==> config.mk <==
export PLATFORM = sky130hd
export DESIGN_NAME = riscv_core_mcctrl
export DESIGN_NICKNAME = d
export VERILOG_FILES = /design/src/rtl/riscv_core_pkg.sv /design/src/rtl/riscv_core_mcctrl_timeout.sv /design/src/rtl/riscv_core_mcctrl.sv
export SDC_FILE = /design/constraint.sdc
export NUM_CORES = 1
export LEC_CHECK = 0
export BUFFER_PORTS_ARGS = -buffer_cell sky130_fd_sc_hd__buf_2
export CAP_MARGIN = 20
export CORE_UTILIZATION = 40
export DETAILED_ROUTE_END_ITERATION = 12
export PLACE_DENSITY = 0.66
export SYNTH_ARGS = -nofsm -noshare
export SYNTH_HDL_FRONTEND = slang
export SYNTH_SLANG_ARGS = --single-unit
==> constraint.sdc <==
create_clock -name i_mcctrl_clk -period 1.95 [get_ports i_mcctrl_clk]
set_input_delay 0.4875 -clock i_mcctrl_clk [delete_from_list [all_inputs] [get_ports i_mcctrl_clk]]
set_output_delay 0.4875 -clock i_mcctrl_clk [all_outputs]
set_load 0.02 [all_outputs]
==> src/rtl/riscv_core_pkg.sv <==
// Shared encodings for the RV64I multi-cycle core:
// FSM states, opcodes and datapath select codes.
package riscv_core_pkg;

  localparam logic [3:0] S_BOOT   = 4'd0;
  localparam logic [3:0] S_FETCH  = 4'd1;
  localparam logic [3:0] S_DECODE = 4'd2;
  localparam logic [3:0] S_MEMADR = 4'd3;
  localparam logic [3:0] S_MEMRD  = 4'd4;
  localparam logic [3:0] S_MEMWB  = 4'd5;
  localparam logic [3:0] S_MEMWR  = 4'd6;
  localparam logic [3:0] S_EXECR  = 4'd7;
  localparam logic [3:0] S_EXECI  = 4'd8;
  localparam logic [3:0] S_ALUWB  = 4'd9;
  localparam logic [3:0] S_BRANCH = 4'd10;
  localparam logic [3:0] S_JALR   = 4'd11;
  localparam logic [3:0] S_JAL    = 4'd12;
  localparam logic [3:0] S_UIMM   = 4'd13;
  localparam logic [3:0] S_TRAP   = 4'd14;

  localparam logic [6:0] OP_LOAD  = 7'b0000011;
  localparam logic [6:0] OP_STORE = 7'b0100011;
  localparam logic [6:0] OP_R     = 7'b0110011;
  localparam logic [6:0] OP_RW    = 7'b0111011;
  localparam logic [6:0] OP_I     = 7'b0010011;
  localparam logic [6:0] OP_IW    = 7'b0011011;
  localparam logic [6:0] OP_BR    = 7'b1100011;
  localparam logic [6:0] OP_JAL   = 7'b1101111;
  localparam logic [6:0] OP_JALR  = 7'b1100111;
  localparam logic [6:0] OP_LUI   = 7'b0110111;
  localparam logic [6:0] OP_AUIPC = 7'b0010111;

  localparam logic [2:0] IMM_I = 3'b000;
  localparam logic [2:0] IMM_S = 3'b001;
  localparam logic [2:0] IMM_B = 3'b010;
  localparam logic [2:0] IMM_J = 3'b011;
  localparam logic [2:0] IMM_U = 3'b100;

  localparam logic [1:0] ALUOP_ADD = 2'b00;
  localparam logic [1:0] ALUOP_CMP = 2'b01;
  localparam logic [1:0] ALUOP_FN  = 2'b10;

  localparam logic [1:0] SRCA_PC    = 2'b00;
  localparam logic [1:0] SRCA_OLDPC = 2'b01;
  localparam logic [1:0] SRCA_RS1   = 2'b10;
  localparam logic [1:0] SRCA_ZERO  = 2'b11;

  localparam logic [1:0] SRCB_RS2  = 2'b00;
  localparam logic [1:0] SRCB_IMM  = 2'b01;
  localparam logic [1:0] SRCB_FOUR = 2'b10;

  localparam logic [1:0] RES_ALUOUT = 2'b00;
  localparam logic [1:0] RES_MEM    = 2'b01;
  localparam logic [1:0] RES_ALU    = 2'b10;

  // DECODE dispatch; unknown opcodes go to TRAP
  function automatic logic [3:0] dispatch(
    input logic [6:0] op
  );
    logic [3:0] s;
    case (op)
      OP_LOAD, OP_STORE: s = S_MEMADR;
      OP_R, OP_RW:       s = S_EXECR;
      OP_I, OP_IW:       s = S_EXECI;
      OP_BR:             s = S_BRANCH;
      OP_JAL:            s = S_JAL;
      OP_JALR:           s = S_JALR;
      OP_LUI, OP_AUIPC:  s = S_UIMM;
      default:           s = S_TRAP;
    endcase
    return s;
  endfunction

endpackage

==> src/rtl/riscv_core_mcctrl_timeout.sv <==
// Memory wait counter: counts unanswered request
// cycles and flags expiry at the limit.
module riscv_core_mcctrl_timeout #(
  parameter int MEM_TIMEOUT = 255,
  parameter int TO_W        = 8
) (
  input  logic i_clk,
  input  logic i_rst_n,
  input  logic i_clear,
  input  logic i_inc,
  input  logic i_ready,
  output logic o_expired
);

  localparam logic [TO_W-1:0] LIMIT =
    TO_W'(MEM_TIMEOUT);

  logic [TO_W-1:0] r_cnt;
  logic            w_wait;

  assign w_wait = i_inc && !i_ready;

  // a ready arriving at the limit still wins
  assign o_expired = w_wait && (r_cnt == LIMIT);

  // clear on entry, saturating count while waiting
  always_ff @(posedge i_clk or negedge i_rst_n) begin
    if (!i_rst_n) begin
      r_cnt <= '0;
    end else if (i_clear) begin
      r_cnt <= '0;
    end else if (w_wait && r_cnt != LIMIT) begin
      r_cnt <= r_cnt + 1'b1;
    end
  end

endmodule

==> src/rtl/riscv_core_mcctrl.sv <==
// Multi-cycle main control FSM of the RV64I core:
// sequences fetch/decode/execute/memory/writeback.
module riscv_core_mcctrl
  import riscv_core_pkg::*;
#(
  parameter int MEM_TIMEOUT = 255,
  parameter int TO_W        = 8
) (
  input  logic       i_mcctrl_clk,
  input  logic       i_mcctrl_rst_n,
  input  logic [6:0] i_mcctrl_opcode,
  input  logic       i_mcctrl_mem_ready,
  input  logic       i_mcctrl_take,
  input  logic       i_mcctrl_trap_clr,
  output logic       o_mcctrl_pcwrite,
  output logic       o_mcctrl_irwrite,
  output logic       o_mcctrl_regwrite,
  output logic       o_mcctrl_memreq,
  output logic       o_mcctrl_memwe,
  output logic       o_mcctrl_adrsrc,
  output logic [2:0] o_mcctrl_immsrc,
  output logic [1:0] o_mcctrl_alusrca,
  output logic [1:0] o_mcctrl_alusrcb,
  output logic [1:0] o_mcctrl_aluop,
  output logic [1:0] o_mcctrl_resultsrc,
  output logic       o_mcctrl_illegal,
  output logic       o_mcctrl_buserr,
  output logic [3:0] o_mcctrl_state
);

  logic [3:0] r_state;
  logic [3:0] w_next;
  logic       r_illegal;
  logic       r_buserr;
  logic       w_expired;
  logic       w_clear;
  logic       w_rdy;

  assign w_rdy = i_mcctrl_mem_ready;

  assign w_clear = (w_next != r_state) &&
                   (w_next == S_FETCH ||
                    w_next == S_MEMRD ||
                    w_next == S_MEMWR);

  riscv_core_mcctrl_timeout #(
    .MEM_TIMEOUT (MEM_TIMEOUT),
    .TO_W        (TO_W)
  ) u_timeout (
    .i_clk     (i_mcctrl_clk),
    .i_rst_n   (i_mcctrl_rst_n),
    .i_clear   (w_clear),
    .i_inc     (o_mcctrl_memreq),
    .i_ready   (w_rdy),
    .o_expired (w_expired)
  );

  // state register
  always_ff @(posedge i_mcctrl_clk or negedge i_mcctrl_rst_n) begin
    if (!i_mcctrl_rst_n) begin
      r_state <= S_BOOT;
    end else begin
      r_state <= w_next;
    end
  end

  // sticky trap cause flags, cleared on leaving TRAP
  always_ff @(posedge i_mcctrl_clk or negedge i_mcctrl_rst_n) begin
    if (!i_mcctrl_rst_n) begin
      r_illegal <= 1'b0;
      r_buserr  <= 1'b0;
    end else if (r_state == S_TRAP && i_mcctrl_trap_clr) begin
      r_illegal <= 1'b0;
      r_buserr  <= 1'b0;
    end else begin
      if (r_state == S_DECODE && w_next == S_TRAP)
        r_illegal <= 1'b1;
      if (w_expired)
        r_buserr <= 1'b1;
    end
  end

  // next-state logic
  always_comb begin
    w_next = r_state;
    case (r_state)
      S_BOOT:   w_next = S_FETCH;
      S_FETCH: begin
        if (w_rdy)          w_next = S_DECODE;
        else if (w_expired) w_next = S_TRAP;
      end
      S_DECODE: w_next = dispatch(i_mcctrl_opcode);
      S_MEMADR: w_next = i_mcctrl_opcode[5] ?
                         S_MEMWR : S_MEMRD;
      S_MEMRD: begin
        if (w_rdy)          w_next = S_MEMWB;
        else if (w_expired) w_next = S_TRAP;
      end
      S_MEMWB:  w_next = S_FETCH;
      S_MEMWR: begin
        if (w_rdy)          w_next = S_FETCH;
        else if (w_expired) w_next = S_TRAP;
      end
      S_EXECR:  w_next = S_ALUWB;
      S_EXECI:  w_next = S_ALUWB;
      S_ALUWB:  w_next = S_FETCH;
      S_BRANCH: w_next = S_FETCH;
      S_JALR:   w_next = S_JAL;
      S_JAL:    w_next = S_ALUWB;
      S_UIMM:   w_next = S_ALUWB;
      S_TRAP: begin
        if (i_mcctrl_trap_clr) w_next = S_FETCH;
      end
      default:  w_next = S_BOOT;
    endcase
  end

  // Moore output decode, plus ready/take strobes
  always_comb begin
    o_mcctrl_pcwrite   = 1'b0;
    o_mcctrl_irwrite   = 1'b0;
    o_mcctrl_regwrite  = 1'b0;
    o_mcctrl_memreq    = 1'b0;
    o_mcctrl_memwe     = 1'b0;
    o_mcctrl_adrsrc    = 1'b0;
    o_mcctrl_immsrc    = IMM_I;
    o_mcctrl_alusrca   = SRCA_PC;
    o_mcctrl_alusrcb   = SRCB_RS2;
    o_mcctrl_aluop     = ALUOP_ADD;
    o_mcctrl_resultsrc = RES_ALUOUT;
    case (r_state)
      S_FETCH: begin
        o_mcctrl_memreq    = 1'b1;
        o_mcctrl_alusrcb   = SRCB_FOUR;
        o_mcctrl_resultsrc = RES_ALU;
        o_mcctrl_irwrite   = w_rdy;
        o_mcctrl_pcwrite   = w_rdy;
      end
      S_DECODE: begin
        o_mcctrl_alusrca = SRCA_OLDPC;
        o_mcctrl_alusrcb = SRCB_IMM;
        o_mcctrl_immsrc  =
          (i_mcctrl_opcode == OP_JAL) ? IMM_J : IMM_B;
      end
      S_MEMADR: begin
        o_mcctrl_alusrca = SRCA_RS1;
        o_mcctrl_alusrcb = SRCB_IMM;
        o_mcctrl_immsrc  =
          i_mcctrl_opcode[5] ? IMM_S : IMM_I;
      end
      S_MEMRD: begin
        o_mcctrl_memreq = 1'b1;
        o_mcctrl_adrsrc = 1'b1;
      end
      S_MEMWB: begin
        o_mcctrl_resultsrc = RES_MEM;
        o_mcctrl_regwrite  = 1'b1;
      end
      S_MEMWR: begin
        o_mcctrl_memreq = 1'b1;
        o_mcctrl_memwe  = 1'b1;
        o_mcctrl_adrsrc = 1'b1;
      end
      S_EXECR: begin
        o_mcctrl_alusrca = SRCA_RS1;
        o_mcctrl_aluop   = ALUOP_FN;
      end
      S_EXECI: begin
        o_mcctrl_alusrca = SRCA_RS1;
        o_mcctrl_alusrcb = SRCB_IMM;
        o_mcctrl_aluop   = ALUOP_FN;
      end
      S_ALUWB: begin
        o_mcctrl_regwrite = 1'b1;
      end
      S_BRANCH: begin
        o_mcctrl_alusrca = SRCA_RS1;
        o_mcctrl_aluop   = ALUOP_CMP;
        o_mcctrl_pcwrite = i_mcctrl_take;
      end
      S_JALR: begin
        o_mcctrl_alusrca = SRCA_RS1;
        o_mcctrl_alusrcb = SRCB_IMM;
      end
      S_JAL: begin
        o_mcctrl_pcwrite = 1'b1;
        o_mcctrl_alusrca = SRCA_OLDPC;
        o_mcctrl_alusrcb = SRCB_FOUR;
      end
      S_UIMM: begin
        o_mcctrl_immsrc  = IMM_U;
        o_mcctrl_alusrcb = SRCB_IMM;
        o_mcctrl_alusrca = i_mcctrl_opcode[5] ?
                           SRCA_ZERO : SRCA_OLDPC;
      end
      default: ;
    endcase
  end

  assign o_mcctrl_illegal = r_illegal;
  assign o_mcctrl_buserr  = r_buserr;
  assign o_mcctrl_state   = r_state;

endmodule

# Word level (Yosys, flattened, before mapping)
# Index checks and enable logic that the tools add are counted.
[word_totals] word_cells=92 register_bits=14
[op_classes] n_addsub=1 reduce_logical=27 eq_ne=32 muxes=28
[op_table] op="$pmux 4 s9" count=1
[op_table] op="$eq 4x4->1 const B" count=8
[op_table] op="$eq 7x6->1 const B" count=4
[op_table] op="$pmux 4 s7" count=1
[op_table] op="$eq 4x3->1 const B" count=6
[op_table] op="$eq 7x5->1 const B" count=3
[op_table] op="$eq 7x7->1 const B" count=3
[op_table] op="$mux 4" count=5
[op_table] op="$reduce_or 2->1" count=9
[op_table] op="$mux 8" count=2
[op_table] op="$pmux 2 s2" count=3
[op_table] op="$mux 1" count=11
[op_table] op="$reduce_or 5->1" count=2
[op_table] op="$pmux 3 s3" count=1
[op_table] op="$add 8x1->8 const B" count=1
[op_table] op="$eq 4x1->1 const B" count=2
[op_table] op="$eq 4x2->1 const B" count=2
[op_table] op="$eq 8x8->1 const B" count=1
[op_table] op="$ne 8x8->1 const B" count=1
[op_table] op="$reduce_or 4->1" count=2
[op_table] op="$eq 7x2->1 const B" count=1
[op_table] op="$logic_and 1x1->1" count=6
[op_table] op="$pmux 2 s3" count=1
[op_table] op="$reduce_bool 2->1" count=3
[op_table] op="7 further kinds" count=9

# Logic depth before layout (Yosys ltp)
# Gate-level depths: netlist of the first run.
[logic_depth] word_depth=13 ltp_mapped=7

# Hierarchy
# Synthesis of the first run repeated with hierarchy kept, for this count alone.
[unflattened] cells_unflattened=160 hier_area_um2=1310.0
[by_module_without_submodules] mod="riscv_core_mcctrl" seq_area_each_um2=150.1 area_per_inst_um2=783.3 cells_per_inst=108 n_inst=1
[by_module_without_submodules] mod="riscv_core_mcctrl_timeout" seq_area_each_um2=200.2 area_per_inst_um2=526.8 cells_per_inst=52 n_inst=1

# Least setup slack after synthesis of the first run
# Ideal clock, no wire load.
[synth_path] path_type="flip-flop to output port" from="register r_state[0] (netlist: o_mcctrl_state[0])" to="output o_mcctrl_irwrite" stages_incl_launch_ff=6 path_buffers=2 path_slack_ns=-0.528 t_arrival_ns=1.990 required_time_ns=1.462 cell_sequence="dfrtp_1 buf_2 buf_1 nand2b_1 nor3_1 and2_1"
[synth_between] elab_chain_len=2
[synth_lines] item="start, declared" line="riscv_core_mcctrl.sv:31" text="logic [3:0] r_state;"
[synth_lines] item="start signal, assigned" line="riscv_core_mcctrl.sv:63" text="r_state <= w_next;"
[synth_lines] item="$eq 4x1->1" line="riscv_core_mcctrl.sv:131" text="case (r_state)"
[synth_lines] item="$mux 1" line="riscv_core_mcctrl.sv:131"
[synth_lines] item="end, declared" line="riscv_core_mcctrl.sv:16" text="output logic o_mcctrl_irwrite,"
# No other way between the ends.

# Worst setup path after layout of the first run
[layout_path] from="register r_state[2] (netlist: o_mcctrl_state[2])" to="register u_timeout.r_cnt[7]"
[layout_between] elab_chain_len=13 word_cells_on_any_way=37 cone_classes="eq/ne: 18; mux: 8; reduce/logical: 11"
[layout_lines] item="$eq 4x3->1 / $eq 4x1->1 (equally long branches)" line="riscv_core_mcctrl.sv:86, riscv_core_mcctrl.sv:131"
[layout_lines] item="$reduce_or 3->1 (no line)"
[layout_lines] item="$mux 1" line="riscv_core_mcctrl.sv:131"
[layout_lines] item="$logic_and 1x1->1" line="riscv_core_mcctrl_timeout.sv:21" text="assign w_wait = i_inc && !i_ready;"
[layout_lines] item="$logic_and 1x1->1" line="riscv_core_mcctrl_timeout.sv:24" text="assign o_expired = w_wait && (r_cnt == LIMIT);"
[layout_lines] item="$mux 4" line="riscv_core_mcctrl.sv:90, riscv_core_mcctrl.sv:97, riscv_core_mcctrl.sv:102"
[layout_lines] item="$mux 4, on equally long branches" line="riscv_core_mcctrl.sv:101, riscv_core_mcctrl.sv:89, riscv_core_mcctrl.sv:96"
[layout_lines] item="$pmux 4 s9" line="riscv_core_mcctrl.sv:86" text="case (r_state)"
[layout_lines] item="$eq 4x1->1 / $eq 4x3->1 (equally long branches)" line="riscv_core_mcctrl.sv:42, riscv_core_mcctrl.sv:43"
[layout_lines] item="$logic_or 1x1->1" line="riscv_core_mcctrl.sv:42" text="(w_next == S_FETCH ||"
[layout_lines] item="$logic_or 1x1->1" line="riscv_core_mcctrl.sv:43" text="w_next == S_MEMRD ||"
[layout_lines] item="$logic_and 1x1->1" line="riscv_core_mcctrl.sv:41" text="assign w_clear = (w_next != r_state) &&"
[layout_lines] item="$mux 8 / $reduce_bool 2->1 (equally long branches)"
[layout_lines] item="end signal, assigned" line="riscv_core_mcctrl_timeout.sv:33" text="r_cnt <= r_cnt + 1'b1;"
[layout_lines] item="end, declared" line="riscv_core_mcctrl_timeout.sv:18" text="logic [TO_W-1:0] r_cnt;"
# Parallel ways exist; a longest one is shown, timed or not.
# A chain may end at the register's enable or synchronous reset.

==> summary.md, run 1 <==
| Metric | Value |
|---|---|
| Status | `complete, but fails checks` |
| Failing checks | `setup timing` |
| Final setup fails | `23` |
| Die height | `58.8 µm` |
| Avg Cell Area, Syn | `7.93 µm²` |
| Count of cell types in the netlist | `57` |
| Largest net degree at the start of global routing | `15` |
| Initial antenna violation count | `0` |
| VDD IR max | `0.808 mV` |
| Peak Freq | `0.472 GHz` |
| Fin nets | `260` |
| Sequential share of the synthesized area | `0.271` |
| Antenna Nets Post-Route | `0` |
| Main synth FF type | `dfrtp_1` |
| Worst-margin pin slew | `0.431 ns` |
| Cell count after synthesis | `163` |
| Vias in the first global route | `1496` |
| Maximum fanout along the worst path | `8` |
| Die area | `3460 µm²` |
| Setup TNS | `-2.58 ns` |
| Clk sink count | `14` |
| First-pass GRT wire length | `6710 µm` |
| CTS tree | `built` |
| Clk_lat worst skew | `0.29 ns` |
| Power Dens Cells | `1400 nW/µm²` |
| Post-Layout Cell Count | `290` |
| Placed cells | `268` |
| GRT Util Overall | `0.252` |
| Fin. Hold Viols | `0` |
| Final Cycle Share | `1.09` |
| Critical path arrival | `2.28 ns` |
| Final min period | `2.12 ns` |
| Initial DRC Count | `63` |
| WHS | `0.0727 ns` |
| Netlist Area Pre-Place | `1290 µm²` |
| CP required | `2.11 ns` |
| P&R area growth vs syn | `80.7%` |
| Ports | `35` |
| Final GP Congestion | `0.865` |
| Ys async rst share | `1.00` |
| TritonCTS Buffers | `3` |
| H-tree levels | `1` |
| Share of post-route cells with drive strength above 1 | `0.602` |
| Max-slew violations | `0` |
| CTS Buffer Depth | `2` |
| Drt total wl | `4450 µm` |
| Clock transition at path regs | `0.09 ns` |
| Vias per inst | `5.48` |
| Worst setup path category | `reg2reg` |
| Initial core utilization | `0.423` |
| DR DRC count | `0` |
| Setup crit start kind | `register` |
| DP Wirelength | `2780 µm` |
| Die Width | `58.8 µm` |
| RSZ-0062 raised after global routing | `true` |
| Overflow after GRT | `0` |
| Diode count | `0` |
| Min setup slack post-route | `-0.169 ns` |
| Core Footprint | `3050 µm²` |
| Flops & latches, synth | `14` |
| HP Class | `in2async` |
| Via Count | `1588` |
| Yosys warning count | `0` |
| Final clock skew | `0.0141 ns` |
| Port bufs | `34` |
| Routed length per placed instance | `15.3 µm` |
| Total power | `3270 µW` |
| FP Rows | `20` |
| Slew Limit Headroom | `0.710` |
| Post-synth EDFFs | `0` |
| Total of max-cap violations | `0` |
| Syn_nets | `176` |
| Setup crit end kind | `register` |
| Clock Tree Root | `clkbuf_4` |
| Detailed Routing Iterations Pass 1 | `4` |
| Commonest non-fill, non-tap cell in the layout | `buf_4` |
| Most frequent cells in the layout | `46 x buf_4, 28 x buf_6, 17 x buf_2` |
| Leak pwr | `0.00102 µW` |
==> synth_stat cells, types with 2 or more instances <==
library cell,instances,area share
o22ai_1,2,0.0097
xor2_1,4,0.027
buf_1,2,0.0058
nor2b_1,5,0.024
nand4_1,4,0.019
nand3_1,5,0.019
dfrtp_1,14,0.27
buf_2,3,0.012
a21oi_1,6,0.023
and2_1,2,0.0097
nor2_1,19,0.055
inv_1,3,0.0087
nor3_1,3,0.012
a211oi_1,2,0.012
or2_2,2,0.0097
or3_1,4,0.019
nor3b_1,6,0.035
nand2_1,13,0.038
o21ai_0,9,0.035
clkbuf_1,3,0.0087
nor4_1,2,0.0097
nand2b_1,6,0.029
xnor2_1,5,0.034
buf_6,2,0.017
a31oi_1,3,0.015
o211ai_1,2,0.012
mux2i_1,2,0.015
==> sequential cells by signal, summed over array words and instances, names as in the netlist <==
signal and flops:
o_mcctrl_buserr 1, o_mcctrl_illegal 1, o_mcctrl_state 4, u_timeout.r_cnt 8
==> final timing paths <==
| path | from | endpoint | slack (ns) | depth (start not counted) |
|---|---|---|---|---|
| worst min-delay path | i_mcctrl_rst_n | o_mcctrl_state[3]$_DFF_PN0_ | 0.07 | 1 |
| max in group asynchronous | i_mcctrl_rst_n | o_mcctrl_state[2]$_DFF_PN0_ | 1.63 | 1 |
| worst max register to register | o_mcctrl_state[2]$_DFF_PN0_ | u_timeout.r_cnt[7]$_DFFE_PN0P_ | -0.17 | 7 |
| worst max-delay path | o_mcctrl_state[2]$_DFF_PN0_ | u_timeout.r_cnt[7]$_DFFE_PN0P_ | -0.17 | 7 |
| min in group i_mcctrl_clk | o_mcctrl_buserr$_DFFE_PN0P_ | o_mcctrl_buserr$_DFFE_PN0P_ | 0.50 | 1 |
| worst min register to register | o_mcctrl_buserr$_DFFE_PN0P_ | o_mcctrl_buserr$_DFFE_PN0P_ | 0.50 | 1 |
==> layer usage <==
| layer | up-vias | part of all wire | track usage |
|---|---|---|---|
| met5 | - | 0 | 0 |
| met4 | 0 | 0.030 | 0.0782 |
| met3 | 14 | 0.027 | 0.0220 |
| met2 | 44 | 0.55 | 0.492 |
| met1 | 767 | 0.40 | 0.286 |
| li1 | 763 | - | - |
==> critical path, cell delays in order, from the launching register on <==
cell      delay [ns]
dfrtp_2         0.46
buf_6           0.16
nor2b_4         0.15
o21bai_4        0.09
a211oi_4        0.24
or4b_4          0.51
o22ai_4         0.30
nor2_1          0.08
==> logic make-up after synthesis <==
| family | synth area share |
|---|---|
| adders and majority gates | 0.00968 |
| and+or+nand+nor | 0.389 |
| buffers and inverters | 0.0678 |
| muxes | 0.0155 |
| AOI/OAI and AO/OA | 0.186 |
| DFF | 0.271 |
| xor gates and xnor gates | 0.0610 |
==> stage by stage <==
stage          worst slack [ns]   util  area (µm²)
2_1_floorplan            -0.286      -        1330
3_3_place_gp             -0.423  0.579        1770
3_5_place_dp             -0.485  0.579        1770
4_1_cts                  -0.134  0.680        2080
5_1_grt                  -0.248  0.765        2340
6_report                 -0.169  0.765        2340
==> repair_timing <==
item,in CTS,in global routing
gates resized for setup,56,51
buffers inserted,12,7
endpoints found under the setup margin,22,27
hold buffers,0,0
pin swaps,23,12
endpoints found under the hold margin,0,0
==> final cells by class <==
type,count,area [µm²]
clock buffer,4,26.3
fill,209,717
tap,44,55.1
multi-input combinational,134,1140
inverter,3,13.8
sequential,14,355
timing repair buffer,91,746
==> power by group <==
group	internal (µW)	leakage, µW	switching [µW]	total (µW)
Sequential	358	0.000182	63.9	421
Combinational	1350	0.000820	1330	2680
Clock	79.5	0.0000150	90.2	170
Total	1780	0.00102	1490	3270
No activity file was read; power rests on OpenSTA's default activity.
==> run 2: changes to the inputs <==
Settings changed: PLACE_DENSITY 0.66 to 0.7, TNS_END_PERCENT from default to 30.
==> summary.md, run 2 (synthesis gave the netlist of run 1 again) <==
| Metric | Value |
|---|---|
| Setup crit end kind | `output pin` |
| Die area | `3460 µm²` |
| Peak Freq | `0.472 GHz` |
| Crit-path leading delay family | `simple AND/OR/NAND/NOR gates` |
| Fill count | `246` |
| Maximum fanout along the worst path | `4` |
| Final setup fails | `24` |
| Final core utilization | `0.718` |
| Final min period | `2.12 ns` |
| Leak pwr | `0.000993 µW` |
| Failing checks | `setup timing` |
| Reg2reg setup slack | `-0.15 ns` |
| TritonCTS Buffers | `3` |
| Largest reg by FF count | `u_timeout.r_cnt` |
| Share of post-route cells with drive strength above 1 | `0.559` |
| HP Class | `in2async` |
| Highest metal layer with signal wires | `met4` |
| Total of max-cap violations | `0` |
| Worst-margin pin slew | `0.375 ns` |
| CTS Buffer Depth | `2` |
| CP required | `1.46 ns` |
| Power Dens Cells | `1330 nW/µm²` |
| Critical path arrival | `1.63 ns` |
| Largest net degree at the start of global routing | `15` |
| Worst r2r dst | `u_timeout.r_cnt[3]$_DFFE_PN0P_` |
| Max-slew violations | `0` |
| First-pass GRT wire length | `6410 µm` |
| Cell mode on critical path | `buf_6` |
| Ports | `35` |
| P&R area growth vs syn | `69.7%` |
| Port bufs | `34` |
| RSZ-0062 raised after global routing | `true` |
| Vias in the first global route | `1529` |
| CTS tree | `built` |
| Bufs and invs on worst path | `2` |
| Core Footprint | `3050 µm²` |
| Antenna Nets Post-Route | `0` |
| Detailed Routing Iterations Pass 1 | `4` |
| Critical Path Slowest Stage Cell | `or4b_4` |
| Crit path depth | `4` |
| RR Startpoint | `o_mcctrl_state[1]$_DFF_PN0_` |
| Max FFs per register | `8` |
| DP Wirelength | `3130 µm` |
| Final Instance Area | `2190 µm²` |
| DR DRC count | `0` |
| Final GP Congestion | `0.885` |
| Metal2 WL | `2530 µm` |
| Setup TNS | `-2.11 ns` |
| Wl on met1 | `1720 µm` |
| Post-Layout Cell Count | `291` |
| Setup crit start kind | `register` |
| Commonest non-fill, non-tap cell in the layout | `buf_4` |
| Worst setup path category | `reg2out` |
| Final clock skew | `0.00866 ns` |
| Initial DRC Count | `47` |
| Diode count | `0` |
| Most frequent cells in the layout | `56 x buf_4, 21 x buf_2, 15 x buf_6` |
| Fin nets | `261` |
| Via Count | `1636` |
| Critical Path Max Stage Delay | `0.56 ns` |
| Slew Limit Headroom | `0.747` |
| FP Rows | `20` |
| Drt total wl | `4590 µm` |
| Min setup slack post-route | `-0.169 ns` |
| GRT Util Overall | `0.243` |
| Clock Tree Root | `clkbuf_4` |
| Clk sink count | `14` |
| Hold_buf cts | `0` |
| Worst path cell trace | `buf_6, or4b_4, o21ai_2, buf_6` |
| Routed length per placed instance | `15.8 µm` |
| VDD IR max | `0.752 mV` |
| Final Cycle Share | `1.09` |
| Die Width | `58.8 µm` |
| Critical path origin | `o_mcctrl_state[3]$_DFF_PN0_` |
| H-tree levels | `1` |
| Met3 Wirelength | `185 µm` |
| Placed cells | `277` |
| Overflow after GRT | `0` |
| Initial antenna violation count | `0` |
| Die height | `58.8 µm` |
| Initial core utilization | `0.423` |
| Critical Path Sink | `o_mcctrl_alusrca[0]` |
| Fin. Hold Viols | `0` |
| Clock transition at path regs | `0.08 ns` |
| Status | `complete, but fails checks` |
| Vias per inst | `5.62` |
| Area after DPL | `1820 µm²` |
| Worst Reg-to-Reg Cells | `7` |
| Clk_lat worst skew | `0.28 ns` |
==> run 2: cell type report <==
cell class                 count  area [µm²]  share of cell area
clock buffer                   4        26.3              0.0120
timing repair buffer          92         694               0.317
sequential                    14         353               0.161
multi-input combinational    134        1050               0.480
tap                           44        55.1              0.0251
inverter                       3        11.3             0.00513
==> run 2: per-stage QoR <==
step	hold slack (ns)	setup slack [ns]	power [µW]
global placement	0.389	-0.431	2140
detailed placement	0.397	-0.467	2200
CTS	0.0972	-0.153	2600
finish	0.0886	-0.169	2920
floorplan	0.192	-0.286	1490
global route	0.0933	-0.218	3080
==> run 2: report_power, final <==
| group | switching (µW) | leakage (µW) | internal [µW] | total, µW |
|---|---|---|---|---|
| combinational | 1170 | 0.000793 | 1150 | 2320 |
| clock | 86.9 | 0.0000150 | 79.2 | 166 |
| sequential | 81.6 | 0.000185 | 355 | 436 |
==> run 2: metal layers <==
layer	GRT usage	vias to the layer above
met3	0.0264	16
met1	0.254	796
met4	0.0850	0
met2	0.492	61
li1	-	763
met5	0	-
==> run 2: worst min-delay path by stage <==
stage | from | to | slack (ns) | cells after the start
6_report | i_mcctrl_rst_n | u_timeout.r_cnt[1]$_DFFE_PN0P_ | 0.09 | 1
5_1_grt | i_mcctrl_rst_n | u_timeout.r_cnt[4]$_DFFE_PN0P_ | 0.09 | 1
4_1_cts | i_mcctrl_rst_n | u_timeout.r_cnt[5]$_DFFE_PN0P_ | 0.1 | 1
3_5_place_dp | i_mcctrl_rst_n | u_timeout.r_cnt[5]$_DFFE_PN0P_ | 0.40 | 1
3_3_place_gp | i_mcctrl_rst_n | u_timeout.r_cnt[5]$_DFFE_PN0P_ | 0.39 | 1
2_1_floorplan | i_mcctrl_rst_n | o_mcctrl_buserr$_DFFE_PN0P_ | 0.19 | 0
==> run 2: timing repair <==
| item | in CTS | in global routing |
|---|---|---|
| endpoints found under the setup margin | 26 | 26 |
| setup buffers | 7 | 3 |
| gates resized for setup | 27 | 44 |
| endpoints found under the hold margin | 0 | 0 |
| gates cloned | 0 | 0 |
| pin swaps | 15 | 11 |
